## src/rtl/ccff_chain_programmer.sv

```systemverilog
// Streams bitstream columns into the fabric configuration chains, one prog_clock
// pulse per accepted column, and flags completion once every chain is full.
module ccff_chain_programmer #(
  parameter int NUM_CHAINS = 10,
  parameter int CHAIN_LEN  = 1024,
  parameter int PROG_DIV   = 2,
  parameter int CNT_W      = $clog2(CHAIN_LEN + 1)
) (
  input  logic                  clk,
  input  logic                  global_reset_n,
  input  logic                  start,
  input  logic                  abort,
  input  logic [NUM_CHAINS-1:0] s_data,
  input  logic                  s_valid,
  output logic                  s_ready,
  output logic [NUM_CHAINS-1:0] ccff_head,
  output logic                  prog_clock,
  output logic                  config_enable,
  output logic                  cfg_done,
  output logic                  busy,
  output logic                  aborted,
  output logic [CNT_W-1:0]      bit_cnt
);

  localparam int               DIV_W    = (PROG_DIV > 1) ? $clog2(PROG_DIV) : 1;
  localparam logic [DIV_W-1:0] DIV_LAST = DIV_W'(PROG_DIV - 1);
  localparam logic [CNT_W-1:0] CNT_FULL = CNT_W'(CHAIN_LEN);

  typedef enum logic [2:0] {
    ST_IDLE,
    ST_SETUP,
    ST_LOAD,
    ST_LOW,
    ST_HIGH,
    ST_DONE
  } state_t;

  state_t                  state_q, state_d;
  logic [DIV_W-1:0]        div_q, div_d;
  logic [CNT_W-1:0]        bit_cnt_q, bit_cnt_d;
  logic [NUM_CHAINS-1:0]   ccff_head_q, ccff_head_d;
  logic                    s_ready_q, s_ready_d;
  logic                    prog_clock_q, prog_clock_d;
  logic                    config_enable_q, config_enable_d;
  logic                    cfg_done_q, cfg_done_d;
  logic                    busy_q, busy_d;
  logic                    aborted_q, aborted_d;
  logic [CNT_W-1:0]        bit_cnt_inc;

  // Saturating increment so the column count can never wrap past a full load.
  assign bit_cnt_inc = (bit_cnt_q == CNT_FULL) ? bit_cnt_q : bit_cnt_q + 1'b1;

  always_comb begin
    state_d         = state_q;
    div_d           = div_q;
    bit_cnt_d       = bit_cnt_q;
    ccff_head_d     = ccff_head_q;
    s_ready_d       = s_ready_q;
    prog_clock_d    = prog_clock_q;
    config_enable_d = config_enable_q;
    cfg_done_d      = cfg_done_q;
    busy_d          = busy_q;
    aborted_d       = aborted_q;

    if (abort && (state_q != ST_IDLE)) begin
      // Abort outranks everything, including a handshake in flight this cycle.
      state_d         = ST_IDLE;
      div_d           = '0;
      s_ready_d       = 1'b0;
      prog_clock_d    = 1'b0;
      config_enable_d = 1'b0;
      cfg_done_d      = 1'b0;
      busy_d          = 1'b0;
      aborted_d       = 1'b1;
    end else begin
      case (state_q)
        ST_IDLE, ST_DONE: begin
          if (start && !abort) begin
            state_d         = ST_SETUP;
            bit_cnt_d       = '0;
            cfg_done_d      = 1'b0;
            aborted_d       = 1'b0;
            config_enable_d = 1'b1;
            prog_clock_d    = 1'b0;
            busy_d          = 1'b1;
          end
        end
        ST_SETUP: begin
          state_d   = ST_LOAD;
          s_ready_d = 1'b1;
        end
        ST_LOAD: begin
          if (s_valid && s_ready_q) begin
            ccff_head_d = s_data;
            s_ready_d   = 1'b0;
            div_d       = '0;
            state_d     = ST_LOW;
          end
        end
        ST_LOW: begin
          if (div_q == DIV_LAST) begin
            div_d        = '0;
            prog_clock_d = 1'b1;
            state_d      = ST_HIGH;
          end else begin
            div_d = div_q + 1'b1;
          end
        end
        ST_HIGH: begin
          if (div_q == DIV_LAST) begin
            div_d        = '0;
            prog_clock_d = 1'b0;
            bit_cnt_d    = bit_cnt_inc;
            if (bit_cnt_inc == CNT_FULL) begin
              state_d         = ST_DONE;
              config_enable_d = 1'b0;
              cfg_done_d      = 1'b1;
              busy_d          = 1'b0;
            end else begin
              state_d   = ST_LOAD;
              s_ready_d = 1'b1;
            end
          end else begin
            div_d = div_q + 1'b1;
          end
        end
        default: begin
          state_d         = ST_IDLE;
          div_d           = '0;
          s_ready_d       = 1'b0;
          prog_clock_d    = 1'b0;
          config_enable_d = 1'b0;
          busy_d          = 1'b0;
        end
      endcase
    end
  end

  always_ff @(posedge clk or negedge global_reset_n) begin
    if (!global_reset_n) begin
      state_q         <= ST_IDLE;
      div_q           <= '0;
      bit_cnt_q       <= '0;
      ccff_head_q     <= '0;
      s_ready_q       <= 1'b0;
      prog_clock_q    <= 1'b0;
      config_enable_q <= 1'b0;
      cfg_done_q      <= 1'b0;
      busy_q          <= 1'b0;
      aborted_q       <= 1'b0;
    end else begin
      state_q         <= state_d;
      div_q           <= div_d;
      bit_cnt_q       <= bit_cnt_d;
      ccff_head_q     <= ccff_head_d;
      s_ready_q       <= s_ready_d;
      prog_clock_q    <= prog_clock_d;
      config_enable_q <= config_enable_d;
      cfg_done_q      <= cfg_done_d;
      busy_q          <= busy_d;
      aborted_q       <= aborted_d;
    end
  end

  assign s_ready       = s_ready_q;
  assign ccff_head     = ccff_head_q;
  assign prog_clock    = prog_clock_q;
  assign config_enable = config_enable_q;
  assign cfg_done      = cfg_done_q;
  assign busy          = busy_q;
  assign aborted       = aborted_q;
  assign bit_cnt       = bit_cnt_q;

  // Structural invariants: the stream is only open in LOAD, the count never overshoots.
  a_ready_only_in_load: assert property (@(posedge clk) disable iff (!global_reset_n)
    s_ready_q |-> (state_q == ST_LOAD));
  a_cnt_bounded: assert property (@(posedge clk) disable iff (!global_reset_n)
    bit_cnt_q <= CNT_FULL);

endmodule

```

## config.mk

```make
export PLATFORM = sky130hd
export DESIGN_NAME = ccff_chain_programmer
export DESIGN_NICKNAME = d
export VERILOG_FILES = /design/src/rtl/ccff_chain_programmer.sv
export SDC_FILE = /design/constraint.sdc
export NUM_CORES = 1
export LEC_CHECK = 0
export BUFFER_PORTS_ARGS = -buffer_cell sky130_fd_sc_hd__buf_2
export CAP_MARGIN = 20
export CORE_UTILIZATION = 40
export CTS_CLUSTER_DIAMETER = 200
export DETAILED_ROUTE_END_ITERATION = 8
export PLACE_DENSITY_LB_ADDON = 0.3
export SYNTH_ARGS = -nofsm -noshare
export SYNTH_HDL_FRONTEND = slang
export SYNTH_SLANG_ARGS = --single-unit
```

## constraint.sdc

```tcl
create_clock -name clk -period 3.2 [get_ports clk]
set_clock_uncertainty 0.15 [all_clocks]
set_input_delay 0.16 -clock clk [delete_from_list [all_inputs] [get_ports clk]]
set_output_delay 0.16 -clock clk [all_outputs]
set_load 0.01 [all_outputs]
```

# Word level (Yosys, flattened, before mapping)
# Cells that the tools add are included.
[classes]
div_mod_pow = 0
reduce_logical = 25
bitwise_logic = 1
n_mul = 0
eq_ne = 19
add_sub_neg = 2
n_shift = 0
magnitude_cmp = 0
mux = 35
[op_table]
columns = ["cell", "count"]
rows = [
  ["$mux 11", 3],
  ["$reduce_and 4->1", 6],
  ["$eq 11x11->1 const B", 2],
  ["$pmux 11 s2", 1],
  ["$mux 1", 19],
  ["$mux 3", 6],
  ["$ne 3x3->1 const B", 6],
  ["$pmux 3 s5", 1],
  ["$add 11x1->11 const B", 1],
  ["$reduce_or 3->1", 3],
  ["$ne 2x1->1 const B", 4],
  ["$pmux 1 s4", 2],
  ["$eq 3x2->1 const B", 2],
  ["$eq 3x3->1 const B", 2],
  ["$pmux 1 s3", 2],
  ["$reduce_bool 2->1", 3],
  ["$reduce_bool 3->1", 2],
  ["$reduce_or 2->1", 3],
  ["$ne 2x2->1 const B", 2],
  ["$reduce_and 2->1", 2],
  ["$eq 3x1->1 const B", 1],
  ["$logic_and 1x1->1", 3],
  ["$logic_not 3->1", 1],
  ["$reduce_and 3->1", 1],
  ["other kinds (4)", 4],
]
[totals]
word_cells = 91
reg_bits = 30
latchBits = 0
mem_bits_ro = 0
in_bits = 15
ram_bits = 0
mem_count = 0
output_inout_bits = 27

# Longest topological paths before layout
[depth]
ltp_word = 7
depth_mapped = 7
depth_no_buf = 7

# Worst setup path before layout
# No wires, ideal clock.
[synth_timing]
path_type = "reg2reg"
from = "register bit_cnt_q[4], in the netlist bit_cnt[4]"
to = "register state_q[0]"
period_less_slack_ns = 2.531
setup_ns = 0.120
path_buffers = 1
t_arrival_ns = 2.262
path_slack_ns = 0.669
path_stages_with_launch = 7
required_time_ns = 2.930
cell_sequence = "dfrtp_1 > buf_6 > or4_4 > or4_4 > mux2_4 > o211a_2 > a31o_1"
[synth_between]
elab_chain_len = 7
word_cells_on_any_way = 8
classes_between = "add/sub: 1; eq/ne: 2; mux: 5"
[synth_rtl]
columns = ["item", "line", "text"]
rows = [
  ["start, declared", "40", "logic [CNT_W-1:0] bit_cnt_q, bit_cnt_d;"],
  ["start signal, assigned", "154", "bit_cnt_q <= bit_cnt_d;"],
  ["$add 11x1->11 / $eq 11x11->1 (equally long branches)", "51", "assign bit_cnt_inc = (bit_cnt_q == CNT_FULL) ? bit_cnt_q : bit_cnt_q + 1'b1;"],
  ["$mux 11 (*)", "51", ""],
  ["$eq 11x11->1 (*)", "114", "if (bit_cnt_inc == CNT_FULL) begin"],
  ["$mux 3 (*)", "114", ""],
  ["$mux 3 (*)", "110", "if (div_q == DIV_LAST) begin"],
  ["$pmux 3 s5 (*)", "76", "case (state_q)"],
  ["$mux 3 (*)", "65", "if (abort && (state_q != ST_IDLE)) begin"],
  ["end signal, assigned", "152", "state_q <= state_d;"],
  ["end, declared", "38", "state_t state_q, state_d;"],
]
# Every way passes the cells marked *; elsewhere a longest branch is shown, timed or not. The select of a mux whose other input is x is not followed.
# A chain may end at the register's enable or synchronous reset.

# Worst setup path after layout
# Same ends and word-level chain as after synthesis.

==> summary.txt <==
Status
  • Outcome: completed

Yosys
  • Flops & latches, synth: 30
  • Cell with the most instances after synthesis: dfrtp_1
  • Area share of the largest cell type after synthesis: 0.408
  • Post-synth top cells: dfrtp_1 (30), o21ai_0 (19), nor2_1 (14)
  • Main flop type after synthesis: dfrtp_1
  • Synthesized area per cell: 9.38 um2
  • Cell count after synthesis: 196
  • Area leader, netlist: dfrtp_1
  • Yosys warns: 0
  • Async set-or-reset flop fraction in the synthesized netlist: 1.00
  • Mapped Nets: 213
  • Main area contributors after synthesis: dfrtp_1 (41%), mux2_2 (7.4%), o21ai_0 (5.2%)
  • Distinct cells, synth: 51
  • Mapped Area: 0.00184 mm2
  • Register area share after synthesis: 0.408
  • Post-synth EDFFs: 0

Power
  • Pwr per Cell Area: 670 mW/mm2
  • Power, Total: 1510 uW
  • Maximum vdd drop: around 0.44 mV
  • Leak Pwr: 0.00109 uW

Floorplan
  • Top Ports: between 40 and 50
  • Die area: 0.00487 mm2
  • Initial Utilization: 0.419
  • Chip width: 69.8 um
  • Core area: between 0.004 and 0.005 mm2
  • Die Span Y: about 70 um
  • Number of cell rows: 24

Worst setup path
  • Setup crit start kind: register
  • CP endpoint kind: register
  • Req. time, crit path: 3230 ps
  • Critical path arrival: 2570 ps
  • Max FO, Critical Path: 10
  • R2R Setup Slk: 670 ps
  • Crit Path Class: register to register

Detailed routing
  • Vias: 1703
  • Vias/cell: 5.75
  • Drt initial violations: 160
  • Pre-antenna DRT Iters: 4
  • Final ANT Viol Nets: 0
  • WL per Instance: between 10 and 15 um
  • Remaining DRCs: 0
  • Routed WL: 4.33 mm

CTS
  • Number of gates resized after CTS: 0
  • CTS tree: built
  • Post-CTS Hold Fix Bufs: 11
  • Clock slew at reported path FFs: 70 ps
  • Worst-case clock buffer depth: 2
  • Worst-Skew Late Latency: between 200 and 300 ps
  • Clock sinks: 30
  • Number of post-CTS setup repair buffers: 0
  • Root buf cell: clkbuf_8
  • Total CTS buffers: 5
  • H-tree Lvls: 2

Global routing
  • First-pass GRT wire length: roughly 7.3 mm
  • Global Route Usage Sum: 0.190
  • Initial antenna violation count: 0
  • Global route overflow: 0
  • Vias in the first global route: 1535
  • Largest net degree at the start of global routing: 31

Final layout
  • Share of cells above drive strength 1: 0.270
  • Finished Layout Cells: 296
  • Area grow syn2layout: 23.0%
  • Final Util: 0.516
  • ANT cells: 0
  • Final nets: 260

STA
  • Final setup violation count: 0
  • Final worst-path cycle share: 0.792
  • Period minus WS final: 2530 ps
  • Max_slew headroom: 0.554
  • Worst setup margin: between 600 and 700 ps
  • FMAX: 395 MHz
  • Setup TNS after final layout: 0 ps
  • Worst slew pin tran: approximately 670 ps
  • RSZ-0062 raised after global routing: false
  • Max Slew Vio Count: 0
  • Fin. Hold Viols: 0

Placed design
  • Setup slack at placement: ~680 ps
  • Dpl hpwl: just under 3 mm
  • Placed Cells: 277
  • GPL Wtd Cong: 0.835
  • Buffers added on ports: 41

Worst hold path
  • Worst Hold Class: input pin to register

Flow run
  • Number of max-cap violations: 0
==> worst paths after layout <==
check	startpoint	endpoint	cells past startpoint
min	abort	aborted$_DFFE_PN0P_	2
min in group asynchronous	global_reset_n	prog_clock$_DFFE_PN0P_	2
min reg2reg	ccff_head[1]$_DFFE_PN0P_	ccff_head[1]$_DFFE_PN0P_	1
max in group asynchronous	global_reset_n	state_q[1]$_DFFE_PN0P_	2
max	bit_cnt[4]$_DFFE_PN0P_	state_q[0]$_DFFE_PN0P_	5
max reg2reg	bit_cnt[4]$_DFFE_PN0P_	state_q[0]$_DFFE_PN0P_	5
==> report_power, final <==
part           switching, uW  total, uW  internal, uW
Combinational            293        582           289
Clock                    154        326           173
Sequential               120        606           486
==> layout make-up <==
| cell class | instances | area, um2 |
|---|---|---|
| clock inverters | 2 | 12.5 |
| clock buffers | 6 | 82.6 |
| inverters | 4 | 15.0 |
| fillers | 423 | 2120 |
| multi-input cells | 149 | 1010 |
| repair buffers | 53 | 323 |
| well taps | 52 | 65.1 |
| flip-flops and latches | 30 | 751 |
==> cells by family (layout without fill, tap and decap cells) <==
family          Yosys count  after routing  share of synthesized area
buf+inv                  17             65                     0.0408
mux                      14             14                     0.0871
simple gates             67             67                      0.199
flops                    30             30                      0.408
xor+xnor                  2              2                    0.00953
compound gates           64             64                      0.242
fa+ha+maj                 2              2                     0.0136
==> flip-flops by register name (all words and copies together) (netlist names) <==
register / count
aborted: 1
bit_cnt: 11
busy: 1
ccff_head: 10
cfg_done: 1
div_q: 1
prog_clock: 1
s_ready: 1
state_q: 3
==> routing by layer <==
layer | vias up | share of wire | global-route usage
li1 | 843 | - | -
met1 | 808 | 0.45 | 0.250
met2 | 46 | 0.48 | 0.302
met3 | 6 | 0.044 | 0.0349
met4 | 0 | 0.017 | 0.0844
met5 | - | 0 | 0
==> cells in the final DEF, fill, tap and decap left out, types with 6 or more instances in the layout <==
cell type,instances
mux2_2,12
o21ai_0,19
nor2_1,14
a21oi_1,6
clkbuf_8,6
buf_2,41
nand2_1,11
dfrtp_1,30
nand3_1,9
dlygate4sd3_1,11
==> worst max-delay path: stages, from the launching register on <==
cell     delay (ps)
dfrtp_1         470
or4_4           590
or4_4           530
mux2_4          330
o211a_2         150
a31o_1          220
==> per-stage QoR <==
stage          hold slack (ps)  instance area [um2]
2_1_floorplan             -286                 1840
6_report                   182                 2260
3_3_place_gp              99.9                 2060
4_1_cts                    174                 2260
3_5_place_dp              99.8                 2060
5_1_grt                    185                 2260
Power figures use the tool's default switching activity.
